<file path="src/rtl/keypad_encoder.sv">
// Decimal keypad front end: synchronise, debounce and BCD-encode key lines into a
// single active-low load pulse per press. Optional macro: KEYPAD_MULTIKEY_REJECT_EN.
module keypad_encoder #(
  parameter int DEBOUNCE_CYCLES = 4,
  parameter int LOAD_CYCLES     = 2
) (
  input  logic       clk,
  input  logic       clr,
  input  logic [9:0] keys,
  input  logic       inhibit,
  output logic [3:0] data,
  output logic       loadn,
  output logic       busy,
  output logic       reject
);

  localparam logic [1:0] ST_IDLE         = 2'd0;
  localparam logic [1:0] ST_DEBOUNCE     = 2'd1;
  localparam logic [1:0] ST_EMIT         = 2'd2;
  localparam logic [1:0] ST_WAIT_RELEASE = 2'd3;

  localparam int CNT_TOP = (DEBOUNCE_CYCLES > LOAD_CYCLES) ? DEBOUNCE_CYCLES : LOAD_CYCLES;
  localparam int CW      = $clog2(CNT_TOP + 1);

  localparam logic [CW-1:0] DEB_LAST  = CW'(DEBOUNCE_CYCLES - 1);
  localparam logic [CW-1:0] LOAD_LAST = CW'(LOAD_CYCLES);
  localparam logic [CW-1:0] CNT_ONE   = CW'(1);

  logic [9:0]    keys_meta;
  logic [9:0]    keys_s;
  logic [1:0]    state;
  logic [1:0]    state_n;
  logic [CW-1:0] cnt;
  logic [CW-1:0] cnt_n;
  logic [9:0]    snap;
  logic [9:0]    snap_n;
  logic [3:0]    data_n;
  logic          loadn_n;
  logic          busy_n;

  // Lowest set index wins, so a multi-hot snapshot still encodes deterministically.
  function automatic logic [3:0] encode(input logic [9:0] k);
    logic [3:0] idx;
    idx = 4'd0;
    for (int i = 9; i >= 0; i--) begin
      if (k[i]) idx = 4'(i);
    end
    return idx;
  endfunction

  always_ff @(posedge clk) begin
    if (clr) begin
      keys_meta <= '0;
      keys_s    <= '0;
    end else begin
      keys_meta <= keys;
      keys_s    <= keys_meta;
    end
  end

`ifdef KEYPAD_MULTIKEY_REJECT_EN
  logic snap_multi;
  logic reject_n;
  assign snap_multi = (snap & (snap - 10'd1)) != 10'd0;
`endif

  always_comb begin
    state_n = state;
    cnt_n   = cnt;
    snap_n  = snap;
    data_n  = data;
    loadn_n = loadn;
`ifdef KEYPAD_MULTIKEY_REJECT_EN
    reject_n = 1'b0;
`endif
    case (state)
      ST_IDLE: begin
        if (!inhibit && keys_s != 10'd0) begin
          snap_n  = keys_s;
          cnt_n   = CNT_ONE;
          state_n = ST_DEBOUNCE;
        end
      end
      ST_DEBOUNCE: begin
        if (keys_s != snap) begin
          cnt_n   = '0;
          state_n = ST_IDLE;
        end else if (cnt == DEB_LAST) begin
`ifdef KEYPAD_MULTIKEY_REJECT_EN
          if (snap_multi) begin
            reject_n = 1'b1;
            cnt_n    = '0;
            state_n  = ST_WAIT_RELEASE;
          end else begin
            data_n  = encode(snap);
            loadn_n = 1'b0;
            cnt_n   = CNT_ONE;
            state_n = ST_EMIT;
          end
`else
          data_n  = encode(snap);
          loadn_n = 1'b0;
          cnt_n   = CNT_ONE;
          state_n = ST_EMIT;
`endif
        end else begin
          cnt_n = cnt + CNT_ONE;
        end
      end
      ST_EMIT: begin
        // cnt counts clocks with loadn low, including the edge it fell on
        if (cnt == LOAD_LAST) begin
          loadn_n = 1'b1;
          cnt_n   = '0;
          state_n = ST_WAIT_RELEASE;
        end else begin
          cnt_n = cnt + CNT_ONE;
        end
      end
      ST_WAIT_RELEASE: begin
        if (keys_s != 10'd0) begin
          cnt_n = '0;
        end else if (cnt == DEB_LAST) begin
          cnt_n   = '0;
          state_n = ST_IDLE;
        end else begin
          cnt_n = cnt + CNT_ONE;
        end
      end
      default: begin
        cnt_n   = '0;
        loadn_n = 1'b1;
        state_n = ST_IDLE;
      end
    endcase
    busy_n = (state_n != ST_IDLE);
  end

  always_ff @(posedge clk) begin
    if (clr) begin
      state <= ST_IDLE;
      cnt   <= '0;
      snap  <= '0;
      data  <= 4'd0;
      loadn <= 1'b1;
      busy  <= 1'b0;
    end else begin
      state <= state_n;
      cnt   <= cnt_n;
      snap  <= snap_n;
      data  <= data_n;
      loadn <= loadn_n;
      busy  <= busy_n;
    end
  end

`ifdef KEYPAD_MULTIKEY_REJECT_EN
  always_ff @(posedge clk) begin
    if (clr) reject <= 1'b0;
    else     reject <= reject_n;
  end
`else
  assign reject = 1'b0;
`endif

endmodule

</file>
<file path="config.mk">
export PLATFORM = sky130hd
export DESIGN_NAME = keypad_encoder
export DESIGN_NICKNAME = d
export VERILOG_FILES = /design/src/rtl/keypad_encoder.sv
export SDC_FILE = /design/constraint.sdc
export NUM_CORES = 1
export LEC_CHECK = 0
export BUFFER_PORTS_ARGS = -buffer_cell sky130_fd_sc_hd__buf_2
export CAP_MARGIN = 20
export CORE_ASPECT_RATIO = 0.7
export CORE_UTILIZATION = 43
export DETAILED_ROUTE_END_ITERATION = 10
export GPL_TIMING_DRIVEN = 0
export SLEW_MARGIN = 20
export SYNTH_ARGS = -nofsm -noshare
export SYNTH_HDL_FRONTEND = slang
export SYNTH_SLANG_ARGS = --single-unit
</file>
<file path="constraint.sdc">
create_clock -name clk -period 2.52 [get_ports clk]
set_input_delay 0.378 -clock clk [delete_from_list [all_inputs] [get_ports clk]]
set_output_delay 0.378 -clock clk [all_outputs]
set_load 0.05 [all_outputs]
</file>
======== After elaboration in Yosys (flattened, before gate mapping) ========
Index checks and enable logic that the tools add are counted.
storage, ports and cells
  bits in registers ....................... 41
  output and inout bits ................... 7
  input port bits ......................... 13
  word-level logic and storage cells ...... 57
cells by class
  multiplexer cells ....................... 28
  equal/unequal tests ..................... 10
  bitwise gates (word level) .............. 1
  add/subtract/negate cells ............... 1
  reductions and logical operators ........ 9
operators with widths
  kind                                                 number
  two-way mux 4 bit                                    10
  two-way mux 3 bit                                    6
  two-way mux 2 bit                                    6
  case mux 3 bit (4 select lines)                      1
  != test 10 bit                                       1
  nonzero test 10 bit                                  1
  != test 2 bit, second input constant                 4
  case mux 2 bit (4 select lines)                      1
  equality test 3 x 2 -> 1 bit, second input constant  2
  equality test 2 bit, second input constant           2
  AND reduction 4 bit                                  1
  nonzero test 2 bit                                   2
  adder 3 x 1 -> 3 bit, second input constant          1
  two-way mux 1 bit                                    3
  AND reduction 3 bit                                  1
  equality test 2 x 1 -> 1 bit, second input constant  1
  logical NOT 2 bit                                    1
  case mux 1 bit (2 select lines)                      1
  AND reduction 2 bit                                  1
  logical AND 1 bit                                    1
  logical NOT 1 bit                                    1
  inverter 1 bit                                       1

======== Longest topological paths before layout ========
  depth in word-level cells ............... 10
  depth in mapped cells ................... 7
  depth with buffers taken out ............ 6

======== Least setup slack after synthesis ========
OpenSTA, ideal clock, no wires.
  kind .................................... flip-flop to flip-flop
  from .................................... register keys_s[3]
  to ...................................... register snap[0]
  required time ........................... 2.392 ns
  library setup time ...................... 0.128 ns
  cell stages (with the launch flop) ...... 7
  buffers on the path ..................... 1
  data arrival time ....................... 1.604 ns
  period minus slack after synthesis ...... 1.732 ns
  path slack .............................. 0.788 ns
  cell sequence ........................... dfxtp_1 or4_4 nor4_4 nor4_1 buf_4 mux2i_1 nor2_1
on the way
  cells in the longest elaborated chain, start to end .. 3
ends and longest elaborated chain
  what                           RTL line  RTL
  from (decl)                    30        logic [9:0] keys_s;
  from (signal assigned)         57        keys_s <= keys_meta;
  nonzero test 10 bit            78        if (!inhibit && keys_s != 10'd0) begin
  logical AND 1 bit              78
  AND reduction 2 bit (no line)  -
  to (signal assigned)           150       snap <= snap_n;
  to (decl)                      35        logic [9:0] snap;
No other way between the ends.
A chain may end at the register's enable or synchronous reset.

======== Worst setup path in the final report ========
  from .................................... register cnt[0]
  to ...................................... register loadn
on the way
  cells in the longest elaborated chain, start to end .. 3
  elaborated cells between the ends (all ways) .. 5
  those cells by class .................... eq/ne (4); reduce/logical (1)
ends and longest elaborated chain
  what                                                    RTL line  RTL
  from (decl)                                             33        logic [CW-1:0] cnt;
  from (signal assigned)                                  149       cnt <= cnt_n;
  equality test 3 x 2 -> 1 bit, on equally long branches  112, 88
  != test 2 bit (no line)                                 -
  AND reduction 4 bit (no line) (*)                       -
  to (signal assigned)                                    152       loadn <= loadn_n;
  to (decl)                                               12        output logic loadn,
Every way passes the cells marked *; elsewhere a longest branch is shown, timed or not.

==> metrics.cfg <==
[run_status]
status=completed

[timing]
hold_slack_ns=0.293
fin_skew_ns=0.00589
rsz0062_at_grt=false
setup_viol_count_final=0
fmax_ghz=0.502
tns_ns=0
period_needed_ns=1.99
slew_viol_final=0
relSlewSlack=0.655
hold_violations=0
min_period_over_period=0.790
worstMarginPinSlew_ns=0.517

[routing]
totalWireLength_um=3160
firstDrtPassIters=4
wl_per_cell_um=12.4
first_iter_violations=116
dr_total_vias=1289
drc=0
vias_per_cell=5.04
ant_nets=0

[critical_path]
cp_max_fo=9
ff2ff_setup_slack_ns=0.53
crit_slowest_cell=a221o_1
endpoint_kind=flop
cp_num_buf_inv=1
max_stage_delay_ns=0.47
worstSetupStartpoint=cnt[0]
path_cells=ha_1 > ha_1 > clkbuf_1 > nand4_1 > a221o_1
r2r-start=cnt[0]
critPathKind=reg -> reg
crit_arrival_ns=2.17
setup.worst_path.start_class=flop
cpLargestDelayFamily=compound AO/OA/AOI/OAI gates
critPathMostFrequentCell=ha_1
required_ns=2.70

[pwr]
pwr-share-seq=0.518
power_density_nw_per_um2=682
p_clk_frac=0.384
p_sw_uw=312
comb_power_share=0.098
p_sw_frac=0.233
power.leakage_uw=0.000845
vdd_ir_drop_max_v=0.000359
p_int_uw=1030

[floorplanning]
start_util=0.466
core-area_um2=3650
dieArea_um2=4210
io_pins=20
die_x_um=77.1
die-height_um=54.6
rows=18

[global_route]
grt_pass1_vias=1131
antenna_found_initial=0
grt_pass1_wl_um=5310
grt_start_max_net_pins=14
grt.overflow.total=0
grt.total_usage=0.172

[synthesis]
synth_edf_count=0
syn_area_per_cell_um2=9.44
ys_seq_area_frac=0.483
synth.top_cell.area_share=0.483
syn_area_um2=1700
async_flop_share=0
synth_cells=180
synth_area_leaders=dfxtp_1 48%, nor2b_1 7.7%, mux2i_1 5.9%
synth_cell_types=37
ys_ff_latch=41
synth_top_area_cell=dfxtp_1
synthFlopType=dfxtp_1
syn_nets=197
yosys_warnings=0

[cts]
clk_pin_slew_ns=0.08
cts_tree=yes
clk-insertion-delay-late_ns=0.29
cts_buffer_depth=2
htreeDepth=2
cts_made_buffers=5
postCtsSetupRepairBufs=0
postCtsHoldBufs=0
clock-sinks=41
root_buffer=clkbuf_8
ctsResizeCount=0

[finish]
final_nets=222
area_growth_syn_to_layout_pct=15.5
antenna_cells=0
final_common_cell=dfxtp_1
layout_common_cells=41 x dfxtp_1, 21 x nor2b_1, 19 x buf_2, 19 x nor2_1, 11 x nand2_1
drive_gt1_frac=0.155

[hold_path]
hold_start=keys[0]
min-delay-path-class=in -> reg

[place]
gp_congestion=0.834
io_buffers=18
hpwlAfterDp_um=2430

[run]
drv_cap=0

[flip-flops by register name, indices dropped and copies added (netlist names)]
| register | cells |
|---|---|
| data | 4 |
| cnt | 3 |
| keys_s | 10 |
| snap | 10 |
| busy | 1 |
| state | 2 |
| keys_meta | 10 |
| loadn | 1 |
[logic make-up (layout without fill, tap and decap cells)]
| logic type | count (synthesis) | count (layout) | synth area share |
|---|---|---|---|
| DFF | 41 | 41 | 0.483 |
| adders and majority gates | 4 | 4 | 0.0295 |
| and+or+nand+nor | 71 | 71 | 0.231 |
| muxes | 10 | 10 | 0.0589 |
| other | 1 | 1 | 0.00221 |
| AOI/OAI and AO/OA | 26 | 26 | 0.101 |
| buffers and inverters | 17 | 43 | 0.0427 |
| xor gates and xnor gates | 10 | 10 | 0.0515 |
[power by group through the flow]
stage	Sequential (µW)	Clock, µW	Combinational (µW)
floorplan	710	0	94.2
global placement	708	0	128
detailed placement	709	0	131
CTS	694	520	131
global route	698	559	144
finish	694	514	131
[cells in the mapped netlist (2+ instances only)]
library cell,number
dfxtp_1,41
nor2b_1,21
nor2_1,19
nand2_1,11
mux2i_1,10
xor2_1,10
inv_1,8
a21oi_1,7
o21ai_0,7
clkbuf_1,6
ha_1,4
nand2b_1,4
nor4_1,3
a211o_1,2
and3_1,2
buf_4,2
nand3b_1,2
nand4_1,2
[area by class of cell]
cell class	instances	area, µm²
Fill cell	361	1690
Tap cell	50	62.6
Clock inverter	2	38.8
Multi-Input combinational cell	122	806
Buffer	9	42.5
Inverter	8	30.0
Clock buffer	6	72.6
Timing Repair Buffer	18	90.1
Sequential cell	41	821
[through the flow]
step	power, µW	instance area, µm²	utilization	setup WS [ns]	instances
finish	1340	1960	0.538	0.530	256
CTS	1340	1960	0.538	0.552	256
global placement	836	1850	0.508	0.605	248
floorplan	804	1700	-	0.788	180
detailed placement	840	1850	0.508	0.573	248
global route	1400	1960	0.538	0.322	256
[path summary, 6_finish.rpt]
| check | end | cells after the start |
|---|---|---|
| hold reg to reg | keys_s[8] | 1 |
| setup / recovery | loadn | 5 |
| setup reg to reg | loadn | 5 |
| hold / removal | keys_meta[0] | 2 |
[routing by layer]
layer  global-route usage  wire [µm]  vias up
met5                    0          0        -
met3               0.0500        173        5
met4               0.0660         27        0
met2                0.251       1300       30
met1                0.240       1660      605
li1                     -          -      649
(Power assumes the default switching activity.)
